===== src/rtl/apu_frame_counter_pkg.sv =====
// Shared constants and types for the APU frame sequencer.
// Step counts are CPU-cycle indices within one frame-sequencer period.
package apu_pkg;

  localparam logic [15:0] FC_STEP1 = 16'd7457;
  localparam logic [15:0] FC_STEP2 = 16'd14913;
  localparam logic [15:0] FC_STEP3 = 16'd22371;
  localparam logic [15:0] FC_IRQ0  = 16'd29828;

  typedef enum logic {
    IDLE = 1'b0,
    WAIT = 1'b1
  } fc_wr_state_t;

endpackage


===== src/rtl/apu_frame_counter_if.sv =====
// CPU-side strobes into the frame sequencer and its pulse/IRQ outputs.
// The slave modport is the sequencer; the master modport is the APU/CPU glue.
interface apu_frame_counter_if;

  logic       cpu_ce;
  logic       reg_wren;
  logic [1:0] from_cpu;
  logic       status_rd;
  logic       q_pulse;
  logic       l_pulse;
  logic       frame_irq;

  modport master (
    output cpu_ce, reg_wren, from_cpu, status_rd,
    input  q_pulse, l_pulse, frame_irq
  );

  modport slave (
    input  cpu_ce, reg_wren, from_cpu, status_rd,
    output q_pulse, l_pulse, frame_irq
  );

endinterface


===== src/rtl/apu_frame_decode.sv =====
// Combinational step decode of the frame counter value and mode.
// Zero latency; wrap_o marks the last count of the active mode.
module apu_frame_decode
  import apu_pkg::*;
#(
  parameter logic [15:0] P4_LAST = 16'd29829,
  parameter logic [15:0] P5_LAST = 16'd37281
) (
  input  logic [15:0] count_i,
  input  logic        mode_i,
  output logic        q_o,
  output logic        l_o,
  output logic        irq_o,
  output logic        wrap_o
);

  always_comb begin
    q_o    = 1'b0;
    l_o    = 1'b0;
    irq_o  = 1'b0;
    wrap_o = 1'b0;
    if (count_i == FC_STEP1 || count_i == FC_STEP3) begin
      q_o = 1'b1;
    end
    if (count_i == FC_STEP2) begin
      q_o = 1'b1;
      l_o = 1'b1;
    end
    if (!mode_i) begin
      if (count_i == FC_IRQ0) begin
        irq_o = 1'b1;
      end
      if (count_i == P4_LAST) begin
        q_o    = 1'b1;
        l_o    = 1'b1;
        irq_o  = 1'b1;
        wrap_o = 1'b1;
      end
    end else if (count_i == P5_LAST) begin
      q_o    = 1'b1;
      l_o    = 1'b1;
      wrap_o = 1'b1;
    end
  end

endmodule


===== src/rtl/apu_frame_counter.sv =====
// APU frame sequencer: quarter/half-frame pulses and frame IRQ flag, driven by $4017 writes.
// Pulses and IRQ flag are registered (one clk after the deciding cpu_ce edge).
module apu_frame_counter
  import apu_pkg::*;
#(
  parameter logic [15:0] P4_LAST = 16'd29829,
  parameter logic [15:0] P5_LAST = 16'd37281
) (
  input  logic                clk,
  input  logic                rst_n,
  apu_frame_counter_if.slave  fc
);

  logic [15:0]  count_q, count_d;
  logic         mode_q, mode_d;
  logic         inhibit_q, inhibit_d;
  logic         irq_q, irq_d;
  logic         phase_q, phase_d;
  logic         pend_q, pend_d;
  logic [2:0]   dly_q, dly_d;
  fc_wr_state_t wr_st_q, wr_st_d;
  logic         q_q, q_d;
  logic         l_q, l_d;

  logic dec_q, dec_l, dec_irq, dec_wrap;
  logic expire;

  apu_frame_decode #(
    .P4_LAST (P4_LAST),
    .P5_LAST (P5_LAST)
  ) u_decode (
    .count_i (count_q),
    .mode_i  (mode_q),
    .q_o     (dec_q),
    .l_o     (dec_l),
    .irq_o   (dec_irq),
    .wrap_o  (dec_wrap)
  );

  // A fresh write on the expiry cycle discards the old pending mode and restarts the delay.
  assign expire = fc.cpu_ce && (wr_st_q == WAIT) && (dly_q == 3'd1) && !fc.reg_wren;

  always_comb begin
    count_d   = count_q;
    mode_d    = mode_q;
    inhibit_d = inhibit_q;
    irq_d     = irq_q;
    phase_d   = phase_q;
    pend_d    = pend_q;
    dly_d     = dly_q;
    wr_st_d   = wr_st_q;
    q_d       = 1'b0;
    l_d       = 1'b0;

    if (fc.status_rd) begin
      irq_d = 1'b0;
    end

    if (fc.cpu_ce) begin
      phase_d = ~phase_q;
      if (expire) begin
        count_d = '0;
        mode_d  = pend_q;
        q_d     = pend_q;
        l_d     = pend_q;
        dly_d   = '0;
        wr_st_d = IDLE;
      end else begin
        count_d = dec_wrap ? '0 : count_q + 16'd1;
        q_d     = dec_q;
        l_d     = dec_l;
        if (dec_irq && !inhibit_q) begin
          irq_d = 1'b1;
        end
        if (wr_st_q == WAIT) begin
          dly_d = dly_q - 3'd1;
        end
      end
    end

    if (fc.reg_wren) begin
      inhibit_d = fc.from_cpu[0];
      pend_d    = fc.from_cpu[1];
      dly_d     = phase_q ? 3'd3 : 3'd4;
      wr_st_d   = WAIT;
      if (fc.from_cpu[0]) begin
        irq_d = 1'b0;
      end
    end
  end

  always_ff @(posedge clk or negedge rst_n) begin
    if (!rst_n) begin
      count_q   <= '0;
      mode_q    <= 1'b0;
      inhibit_q <= 1'b0;
      irq_q     <= 1'b0;
      phase_q   <= 1'b0;
      pend_q    <= 1'b0;
      dly_q     <= '0;
      wr_st_q   <= IDLE;
      q_q       <= 1'b0;
      l_q       <= 1'b0;
    end else begin
      count_q   <= count_d;
      mode_q    <= mode_d;
      inhibit_q <= inhibit_d;
      irq_q     <= irq_d;
      phase_q   <= phase_d;
      pend_q    <= pend_d;
      dly_q     <= dly_d;
      wr_st_q   <= wr_st_d;
      q_q       <= q_d;
      l_q       <= l_d;
    end
  end

  assign fc.q_pulse   = q_q;
  assign fc.l_pulse   = l_q;
  assign fc.frame_irq = irq_q;

endmodule

===== src/flat_wrapper.sv =====
// flat-port wrapper written by rule: the top's interface ports become plain ports
module apu_frame_counter_flat import apu_pkg::*;
#(
  parameter logic [15:0] P4_LAST = 16'd29829,
  parameter logic [15:0] P5_LAST = 16'd37281
)
  (clk, rst_n, fc_cpu_ce, fc_reg_wren, fc_from_cpu, fc_status_rd, fc_q_pulse, fc_l_pulse, fc_frame_irq);
  apu_frame_counter_if fc_i ();
  input  logic clk;
  input  logic rst_n;
  input wire logic [$bits(fc_i.cpu_ce)-1:0] fc_cpu_ce;
  input wire logic [$bits(fc_i.reg_wren)-1:0] fc_reg_wren;
  input wire logic [$bits(fc_i.from_cpu)-1:0] fc_from_cpu;
  input wire logic [$bits(fc_i.status_rd)-1:0] fc_status_rd;
  output wire logic [$bits(fc_i.q_pulse)-1:0] fc_q_pulse;
  output wire logic [$bits(fc_i.l_pulse)-1:0] fc_l_pulse;
  output wire logic [$bits(fc_i.frame_irq)-1:0] fc_frame_irq;
  assign fc_i.cpu_ce = fc_cpu_ce;
  assign fc_i.reg_wren = fc_reg_wren;
  assign fc_i.from_cpu = fc_from_cpu;
  assign fc_i.status_rd = fc_status_rd;
  assign fc_q_pulse = fc_i.q_pulse;
  assign fc_l_pulse = fc_i.l_pulse;
  assign fc_frame_irq = fc_i.frame_irq;
  apu_frame_counter #(.P4_LAST(P4_LAST), .P5_LAST(P5_LAST)) u_core (.clk(clk), .rst_n(rst_n), .fc(fc_i));
endmodule

===== config.mk =====
export PLATFORM = sky130hd
export DESIGN_NAME = apu_frame_counter_flat
export DESIGN_NICKNAME = d
export VERILOG_FILES = /design/src/rtl/apu_frame_counter_pkg.sv /design/src/rtl/apu_frame_counter_if.sv /design/src/rtl/apu_frame_decode.sv /design/src/rtl/apu_frame_counter.sv /design/src/flat_wrapper.sv
export SDC_FILE = /design/constraint.sdc
export NUM_CORES = 1
export LEC_CHECK = 0
export ABC_AREA = 1
export CORE_MARGIN = 4
export CORE_UTILIZATION = 50
export DETAILED_ROUTE_END_ITERATION = 6
export PLACE_DENSITY = 0.83
export SLEW_MARGIN = 20
export SYNTH_ARGS = -nofsm -noshare
export SYNTH_HDL_FRONTEND = slang
export SYNTH_SLANG_ARGS = --single-unit

===== constraint.sdc =====
create_clock -name clk -period 1.55 [get_ports clk]
set_clock_uncertainty 0.15 [all_clocks]
set_input_delay 0.2325 -clock clk [delete_from_list [all_inputs] [get_ports clk]]
set_output_delay 0.2325 -clock clk [all_outputs]
set_load 0.01 [all_outputs]

---- After elaboration in Yosys (flattened, before gate mapping) ----
Cells that the tools add are included.
cells by class
  $add $sub $neg .......................... 2
  equality and inequality tests ........... 7
  multiplexer cells ....................... 35
  bitwise operators ....................... 1
  reductions and logical operators ........ 13
operators by type and width
  kind                                                   number
  equality test 16 x 15 -> 1 bit, second input constant  3
  2-to-1 mux 16 bit                                      2
  2-to-1 mux 1 bit                                       28
  adder 16 x 1 -> 16 bit, second input constant          1
  equality test 16 x 13 -> 1 bit, second input constant  1
  equality test 16 x 14 -> 1 bit, second input constant  1
  equality test 16 bit, second input constant            1
  2-to-1 mux 3 bit                                       5
  AND reduction 2 bit                                    3
  logical AND 1 bit                                      4
  nonzero test 2 bit                                     2
  equality test 3 x 1 -> 1 bit, second input constant    1
  nonzero test 3 bit                                     1
  subtractor 3 x 1 -> 3 bit, second input constant       1
  logical NOT 1 bit                                      2
  logical OR 1 bit                                       1
  NOT 1 bit                                              1
storage, ports and cells
  register bits after elaboration ......... 27
  output and inout bits ................... 3
  word-level logic and storage cells ...... 68

---- Longest topological paths before layout ----
  depth in word-level cells ............... 10
  mapped depth ............................ 10
  mapped depth without buffers ............ 10

---- By module ----
Synthesis repeated with hierarchy kept, for this count alone.
unflattened totals
  cells, all modules ...................... 258
  area, all modules ....................... 1779.2 µm²
modules (own cells, without submodules)
  module             instances  cells an instance  area an instance (µm²)  seq. area each (µm²)
  apu_frame_counter  1          178                1446.4                  675.6
  apu_frame_decode   1          80                 332.8                   0.0

---- Least setup slack after synthesis ----
No wires, ideal clock.
  path type ............................... flip-flop to flip-flop
  start point ............................. reg u_core.count_q[1]
  end point ............................... reg u_core.count_q[10]
  library setup time ...................... 0.126 ns
  arrival time ............................ 1.251 ns
  data required time ...................... 1.274 ns
  setup slack ............................. 0.023 ns
  cell stages (with the launch flop) ...... 11
  cells stage by stage .................... dfrtp_1 > inv_1 > ha_1 > inv_1 > nor2_1 > nand2_1 > nor2_1 > nand2_1 > nand3_2 > buf_12 > a21oi_2
between the ends
  longest elaborated chain between the ends .. 5
RTL lines
  what                                                            RTL line                  source
  start, declared                                                 apu_frame_counter.sv:14   logic [15:0] count_q, count_d;
  start signal, assigned                                          apu_frame_counter.sv:105  count_q <= count_d;
  branches (longest 3 deep; another with adder 16 x 1 -> 16 bit)  --
  2-to-1 mux 16 bit (*)                                           apu_frame_counter.sv:69   count_d = dec_wrap ? '0 : count_q + 16'd1;
  2-to-1 mux 16 bit (*)                                           apu_frame_counter.sv:61   if (expire) begin
Mark *: on every way between the ends.
A chain may end at the register's enable or synchronous reset.

---- Worst setup path after layout ----
  start point ............................. reg u_core.count_q[3]
  end point ............................... reg u_core.count_q[15]
The elaborated chain is that of the path after synthesis.

==> flow_summary.json <==
{
  "outcome": "finished with violations",
  "violations": "negative setup slack",
  "areaGrowthSynthToFinish_pct": 36.9,
  "largest_register_ffs": 16,
  "ys_warn_count": 0,
  "fin_nets": 315,
  "maxCapViolCount": 0,
  "netlist_top_cells_area": "dfrtp_1, nand2_1, nor2_1",
  "slowest_delay_ns": 0.45,
  "cts-root-buf": "clkbuf_8",
  "critPathLaunchType": "flop",
  "drtIter0Drc": 156,
  "placementRows": 21,
  "synth_seq_cells": 27,
  "vias_per_cell": 5.45,
  "leakage_nw": 1.17,
  "setup_ws_ns": -0.111,
  "ctsHoldBuffers": 0,
  "final_cell_mix": "nand2_1, buf_4, inv_1, nor2_1, dfrtp_1",
  "crit_required_ns": 1.58,
  "gp_congestion": 0.966,
  "drive_gt1_frac": 0.368,
  "post_drt_wl_per_cell_um": 15.1,
  "setup_viol": 16,
  "slowest_stage": "dfrtp_1",
  "drc": 0,
  "final_area_um2": 2520,
  "cp-end-kind": "flop",
  "maxSlewHeadroom": 0.759,
  "yosysTopAreaCell": "dfrtp_1",
  "holdWs_ns": 0.171,
  "fin_crit_sh": 1.07,
  "cp.depth": 8,
  "final_util": 0.733,
  "track_usage": 0.237,
  "place_inst": 337,
  "cp_top_family": "simple AND/OR/NAND/NOR gates",
  "grt_pass1_wl_mm": 8.40,
  "crit_top_cell": "buf_6",
  "synth_cell_types": 31,
  "cts_sinks": 27,
  "vias": 1898,
  "setup_tns_ns": -1.26,
  "die_w_um": 68.7,
  "insertion_delay_ns": 0.28,
  "min_period_ns": 1.66,
  "synth_area_per_cell_um2": 7.34,
  "critical_path_arrival_ns": 1.69,
  "final_common_cell": "nand2_1",
  "core_region_area_um2": 3440,
  "ios": 10,
  "cts.path.max_buffers": 2,
  "grt_max_degree": 28,
  "cts_tree": "yes",
  "grt-ovfl-total": 0,
  "crit_type": "reg -> reg",
  "initial_core_util": 0.535,
  "layout.cells.non_filler": 348,
  "rsz0062_at_grt": "true",
  "peakVddDrop_mv": 0.851,
  "largestRegisters": "u_core.count_q: 16 flops, u_core.dly_q: 3 flops",
  "drv_slew": 0,
  "power_density_nw_per_um2": 1270,
  "tightest_slew_ns": 0.362,
  "die_h_um": 68.7,
  "crit_fanout": 4,
  "die_area_um2": 4720,
  "r2r_cells": 8,
  "clk_pin_slew_ns": 0.10,
  "syn-cell-area_um2": 1840,
  "drt_wl_total_mm": 5.27,
  "portBuffers": 9,
  "dp_hpwl_mm": 3.57,
  "final_antenna_net_count": 0,
  "cts_max_level": 1,
  "dr.pass1.iters": 5,
  "path_cells": "buf_6 -> nor2_4 -> buf_6 -> nand2_2 -> nor2_1 -> nand3_1 -> nand3_4 -> o21ai_1",
  "synthesis.nets": 263,
  "insertedDiodeCount": 0,
  "antenna_found_initial": 0,
  "max_freq_mhz": 602,
  "synthCells": 251,
  "netlist.area_leader.share": 0.367,
  "post_dp_cell_area_um2": 2240,
  "cp_num_buf_inv": 2,
  "grt_pass1_vias": 1833,
  "hp-class": "in -> async",
  "cts_made_buffers": 3,
  "ys_seq_area_frac": 0.367,
  "regMostFlops": "u_core.count_q",
  "hold_viol_final": 0
}
## path summary, 6_finish.rpt
kind,startpoint,endpoint,slack [ns]
setup / recovery,u_core.count_q[3],u_core.count_q[15],-0.11
hold / removal,rst_n,u_core.mode_q,0.17
setup reg to reg,u_core.count_q[3],u_core.count_q[15],-0.11
hold reg to reg,u_core.wr_st_q,u_core.wr_st_q,0.35
max in group asynchronous,rst_n,u_core.count_q[8],0.78
min in group clk,u_core.wr_st_q,u_core.wr_st_q,0.35
## layer usage
layer | GRT usage | up-vias | share of wire
met5 | 0 | - | 0
met4 | 0.109 | 0 | 0.025
met1 | 0.315 | 888 | 0.42
met3 | 0.0178 | 13 | 0.065
met2 | 0.392 | 97 | 0.49
li1 | - | 900 | -
## stage by stage
stage / worst slack [ns] / total power [mW]
CTS: -0.0146 / 2.91
floorplan: 0.0230 / 1.82
detailed placement: -0.156 / 2.35
global route: -0.203 / 3.38
finish: -0.111 / 3.19
global placement: -0.106 / 2.29
## Yosys cell counts
master    count
buf_2         3
nor2_2        5
nand3_4       1
inv_1        29
dfrtp_1      27
xor2_1        6
buf_12        1
nand2_2       3
o21ai_0       5
nor3_1        6
o221ai_1      1
nand4_1       7
nor2_1       34
and2_1        2
xnor2_1       1
ha_1          5
a21oi_1       2
a21oi_2      10
nand3_1      11
inv_2         4
o211ai_1      3
o21bai_1      2
o21ai_1       5
nor2_4        3
nand2_1      67
nand3b_1      1
nand2_4       1
clkinv_1      1
a21boi_1      1
o21ai_2       1
nand3_2       3
## logic make-up after synthesis
| kind of cell | synth area share |
|---|---|
| flip-flops | 0.367 |
| AO/OA/AOI/OAI | 0.114 |
| adder cells (fa/ha/maj) | 0.0339 |
| AND/OR/NAND/NOR | 0.364 |
| XOR/XNOR | 0.0333 |
| buffers and inverters | 0.0882 |
## what timing repair did
action	4_1_cts	5_1_grt
pin swaps	8	12
buffers inserted	4	4
hold endpoints to repair	0	0
setup endpoints to repair	17	22
resized for setup	23	31
## power by group
| part | switching (mW) | internal [mW] |
|---|---|---|
| combinational | 0.865 | 0.725 |
| sequential | 0.264 | 0.906 |
| clock | 0.250 | 0.183 |
| total | 1.38 | 1.81 |
## final cells by class
class | instances | area (µm²)
inverters | 34 | 128
well taps | 46 | 57.6
flip-flops and latches | 27 | 679
fillers | 232 | 918
clock buffers | 3 | 41.3
clock inverters | 1 | 7.51
multi-input cells | 186 | 1160
repair buffers | 51 | 453
Note: power is estimated with default switching activity, not from simulation.
==> patch 1 (config.mk and constraints unchanged) <==
Reset style: synchronous (`rst_n`), changed in one clocked block.
--- a/src/rtl/apu_frame_counter.sv
+++ b/src/rtl/apu_frame_counter.sv
@@ -89,7 +89,7 @@
     end
   end
 
-  always_ff @(posedge clk or negedge rst_n) begin
+  always_ff @(posedge clk) begin
     if (!rst_n) begin
       count_q   <= '0;
       mode_q    <= 1'b0;
Formal check against the unedited RTL: differs if rst_n is asserted again (counterexample within 10 cycles, from zero or initial values and one cycle with rst_n low); with rst_n held inactive, the same outputs for 10 cycles.
==> patch 1 against the original RTL <==
Routed wire length is 15% lower. Worst setup slack worse by 0.012 ns. Final area is 9.1% lower. Sequential cell count stayed put. Die area is 12% lower. Synthesized area is 14% lower. Highest routed layer unchanged. The flow still finishes with violations (setup timing).
Power is not compared: it rests on default switching activity, and its combinational part moved more than twofold at a synthesized area within 25%.
==> patch 1: results (changes against the original RTL) <==
- Fraction of met2 tracks used by global routing: 40.98% (+1.8 points)
- Filler Cell Count: 216 (-6.9%)
- Status: finished, violations left
- Final-stage net count: 297 (-5.7%)
- Violations in the final reports: setup timing
- Cell count after synthesis: 226 (-10%)
- Placed wire-length estimate: 2982 um (-17%)
- Capture instance of the worst register-to-register path: u_core.count_q[5]$_SDFFE_PN0P_
- Non-filler cells, final: 328 (-5.7%)
- Largest net degree at the start of global routing: 15 (-46%)
- Clock-pin slew on the worst setup and hold paths: 0.16 ns (+0.06 ns)
- Met1 wire length: 1939 um (-13%)
- Critical-path top delay cell: dfxtp_2
- Final setup fails: 18 (+2)
- Highest cell delay on the worst timing path: 0.38 ns (-0.07 ns)
- Cell chosen for the clock root: clkbuf_4
- Final Hold Slack: 0.3110 ns (+0.1401 ns)
- Area occupied by multi-input gates: 1080 um^2 (-6.7%)
- DRT Wirelength: 4481 um (-15%)
- Proportion of layout cells with a drive suffix above 1: 42.96% (+6.2 points)
- Startpoint of the worst-slack reg-to-reg timing path: u_core.count_q[1]$_SDFFE_PN0P_
- Arrival @ worst endpoint: 1.77 ns (+0.08 ns)
- Most instantiated cells after synthesis: 42 x nand2_1, 28 x nor2_1, 27 x dfxtp_1
- Latest clock arrival within the worst-skew pair: 0.35 ns (+0.07 ns)
- Final worst setup slack: -0.1223 ns (-0.01160 ns)
- Post-Place Setup Slack: -0.2426 ns (-0.08686 ns)
- Tightest Hold Check Type: in2reg
- Worst Max-Slew Pin Slew: 0.2858 ns (-0.07576 ns)
- Via count of the first global-routing pass: 1710 (-6.7%)
- Number of placed instances with taps included: 318 (-5.6%)
- Met3 Routed Length: 127 um (-63%)
- Cell types occupying the most area after synthesis: dfxtp_1 34%, nand2_1 10%, nor2_2 6.7%
- TritonRoute pass-1 iters: 4 (-1)
- Worst-path fanout max: 3 (-1)
- Met1 layer usage reported by global route: 27.45% (-4.1 points)
- Setup tns final: -1.605 ns (-0.3484 ns)
- Post-CTS setup buffer count: 5 (+1)
## patch 1: worst max path at each step
stage | end | start | depth (start not counted) | slack (ns)
floorplan | u_core.count_q[0]$_SDFFE_PN0P_ | u_core.count_q[1]$_SDFFE_PN0P_ | 12 | 0.003
global placement | u_core.count_q[12]$_SDFFE_PN0P_ | fc_cpu_ce | 8 | -0.22
detailed placement | u_core.count_q[15]$_SDFFE_PN0P_ | fc_cpu_ce | 10 | -0.24
CTS | u_core.count_q[14]$_SDFFE_PN0P_ | u_core.count_q[1]$_SDFFE_PN0P_ | 10 | -0.05
global route | u_core.count_q[2]$_SDFFE_PN0P_ | u_core.count_q[2]$_SDFFE_PN0P_ | 10 | -0.20
finish | u_core.count_q[5]$_SDFFE_PN0P_ | u_core.count_q[1]$_SDFFE_PN0P_ | 8 | -0.12
## patch 1: power by group through the flow
stage	clock, mW	sequential [mW]	combinational (mW)
2_1_floorplan	0	0.742	0.0929
3_3_place_gp	0	0.745	0.170
3_5_place_dp	0	0.746	0.173
4_1_cts	0.326	0.734	0.204
5_1_grt	0.350	0.739	0.238
6_report	0.330	0.735	0.218
## patch 1: kinds of logic (layout without fill, tap and decap cells)
| group | count (synthesis) | after routing | share of synthesized area (%) |
|---|---|---|---|
| AOI/OAI and AO/OA | 22 | 22 | 7.899 |
| xor gates and xnor gates | 11 | 11 | 6.082 |
| adders and majority gates | 5 | 5 | 3.949 |
| buffers and inverters | 34 | 91 | 8.768 |
| DFF | 27 | 27 | 34.12 |
| and+or+nand+nor | 127 | 128 | 39.18 |
## patch 1: cell type report
type / count / share of cell area, %
multi-input cells: 166 / 47.08
flip-flops and latches: 27 / 24.11
repair buffers: 56 / 20.19
inverters: 31 / 5.074
well taps: 44 / 2.400
clock buffers: 4 / 1.146
==> patch 2 (same settings) <==
Without the edit above. `P5_LAST` is set to 16'd37281 in 3 places; all go to 16'd18640.
--- a/src/rtl/apu_frame_decode.sv
+++ b/src/rtl/apu_frame_decode.sv
@@ -4,7 +4,7 @@
   import apu_pkg::*;
 #(
   parameter logic [15:0] P4_LAST = 16'd29829,
-  parameter logic [15:0] P5_LAST = 16'd37281
+  parameter logic [15:0] P5_LAST = 16'd18640
 ) (
   input  logic [15:0] count_i,
   input  logic        mode_i,
--- a/src/rtl/apu_frame_counter.sv
+++ b/src/rtl/apu_frame_counter.sv
@@ -4,7 +4,7 @@
   import apu_pkg::*;
 #(
   parameter logic [15:0] P4_LAST = 16'd29829,
-  parameter logic [15:0] P5_LAST = 16'd37281
+  parameter logic [15:0] P5_LAST = 16'd18640
 ) (
   input  logic                clk,
   input  logic                rst_n,
--- a/src/flat_wrapper.sv
+++ b/src/flat_wrapper.sv
@@ -2,7 +2,7 @@
 module apu_frame_counter_flat import apu_pkg::*;
 #(
   parameter logic [15:0] P4_LAST = 16'd29829,
-  parameter logic [15:0] P5_LAST = 16'd37281
+  parameter logic [15:0] P5_LAST = 16'd18640
 )
   (clk, rst_n, fc_cpu_ce, fc_reg_wren, fc_from_cpu, fc_status_rd, fc_q_pulse, fc_l_pulse, fc_frame_irq);
   apu_frame_counter_if fc_i ();
Behaviour: same outputs for any inputs over 10 cycles, from zero or initial values and one cycle with rst_n low; that may be too few to reach the edited logic, so the function may still have changed.
==> patch 2 against the original RTL <==
The flow still finishes with violations (setup timing). Worst setup slack got worse by 0.074 ns. Fmax shrank 4.3%. Final area fell by 5.6%. Sequential cell count unchanged. Synthesized area down 3.9%. Total power shrank 14%. Die area is 3.5% lower. Routed wire length shrank 11%. Sequential share of layout area grew 1.6 points. Critical path depth grew 1. Sequential power down 4%. Critical path type unchanged. Critical endpoint is now u_core.count_q[10]$_DFFE_PN0P_. Largest cell class unchanged. Largest power group unchanged.
==> patch 2: results (changes against the original RTL) <==
- Final setup fails: 17 (+1)
- Number of placed instances with taps included: 331 (-1.8%)
- Cell types occupying the most area after synthesis: dfrtp_1 38%, nand2_1 13%, nor2_1 7.2%
- Most instantiated cells after synthesis: 59 x nand2_1, 34 x nor2_1, 30 x inv_1
- Final worst setup slack: -0.1848 ns (-0.07409 ns)
- Placer Congestion: 0.9298 (-3.7%)
- Clock-pin slew on the worst setup and hold paths: 0.15 ns (+0.05 ns)
- Drt initial violations: 161 (+3.2%)
- Latest clock arrival within the worst-skew pair: 0.33 ns (+0.05 ns)
- Post-Syn Area per Cell: 7.226 um^2 (-1.6%)
- Arrival @ worst endpoint: 1.82 ns (+0.13 ns)
- Distinct cell type count after synthesis: 30 (-3.2%)
- Part of the Yosys area used for sequential elements: 38.16% (+1.5 points)
- First-pass GRT wire length: 8038 um (-4.4%)
- Average wire per standard cell: 13.80 um (-8.9%)
- Placed wire-length estimate: 3272 um (-8.4%)
- Post-synthesis net count: 257 (-2.3%)
- Synthesis-to-layout area growth: 34.63%
- Violations in the final reports: setup timing
- Startpoint of the worst-slack reg-to-reg timing path: u_core.count_q[0]$_DFFE_PN0P_
- Final-stage net count: 306 (-2.9%)
- Clock network fraction of design power: 11.3% (-2.3 points)
- Filler Cell Count: 244 (+5.2%)
- Proportion of layout cells with a drive suffix above 1: 34.81% (-1.9 points)
- Status: finished, violations left
- Part of the total power dissipated in sequential elements: 40.9% (+4.3 points)
- Global-route total usage across every layer: 23.20% (-0.53 points)
- Per-cell via count in the routed design: 5.212 (-4.4%)
- Peak VDD IR: 0.0009576 V (+13%)
- Remaining max-slew budget at the tightest pin: 77.23% (+1.3 points)
- Gates resized, CTS repair: 26 (+13%)
- Routed vias: 1767 (-6.9%)
- Post-CTS setup buffer count: 3 (-1)
- Instance area at placement: 2147 um^2 (-4.3%)
## patch 2: cell count changes after synthesis, moves of 2 or more
cell      delta
a21oi_2     -10
nor2_2       +9
nand2_1      -8
o21ai_0      +7
nand2_2      +4
o21ai_1      -4
nand3_1      +2
nand3_2      -2
nand3b_1     +2
o211ai_1     -2
## patch 2: kinds of logic (layout without fill, tap and decap cells)
kind of cell               after synthesis  count (layout)  share of synthesized area, %
and+or+nand+nor                        147             147                         38.73
buffers and inverters                   39              87                         9.611
DFF                                     27              27                         38.16
AOI/OAI and AO/OA                       20              20                         6.502
xor gates and xnor gates                 7               7                         3.463
adders and majority gates                5               5                         3.534
## patch 2: routing by layer
layer  global-route usage (%)  wire, um  up-vias  share of wire (%)
li1                         -         -      859                  -
met1                    29.51      1971      842                 42
met2                    39.98      2380       54                 51
met3                    3.161       222       12                4.7
met4                    8.101       103        0                2.2
met5                        0         0        -                  0
## patch 2: layout make-up
type | count | share of cell area, %
Clock buffer | 3 | 0.9449
Clock inverter | 1 | 0.2100
Inverter | 34 | 5.879
Multi-Input combinational cell | 179 | 45.30
Sequential cell | 27 | 28.50
Tap cell | 46 | 2.415
Timing Repair Buffer | 48 | 16.38
Timing Repair inverter | 1 | 0.3675
## patch 2: final timing paths
kind                                                  endpoint  slack (ns)  cells after the start
worst min register to register      u_core.phase_q$_DFFE_PN0P_        0.36                      1
worst min-delay path            u_core.count_q[14]$_DFFE_PN0P_        0.09                      2
worst max-delay path            u_core.count_q[10]$_DFFE_PN0P_       -0.18                      9
max in group asynchronous        u_core.count_q[6]$_DFFE_PN0P_        0.87                      2
min in group clk                     u_core.pend_q$_DFFE_PN0P_        0.29                      3
worst max register to register  u_core.count_q[10]$_DFFE_PN0P_       -0.18                      9
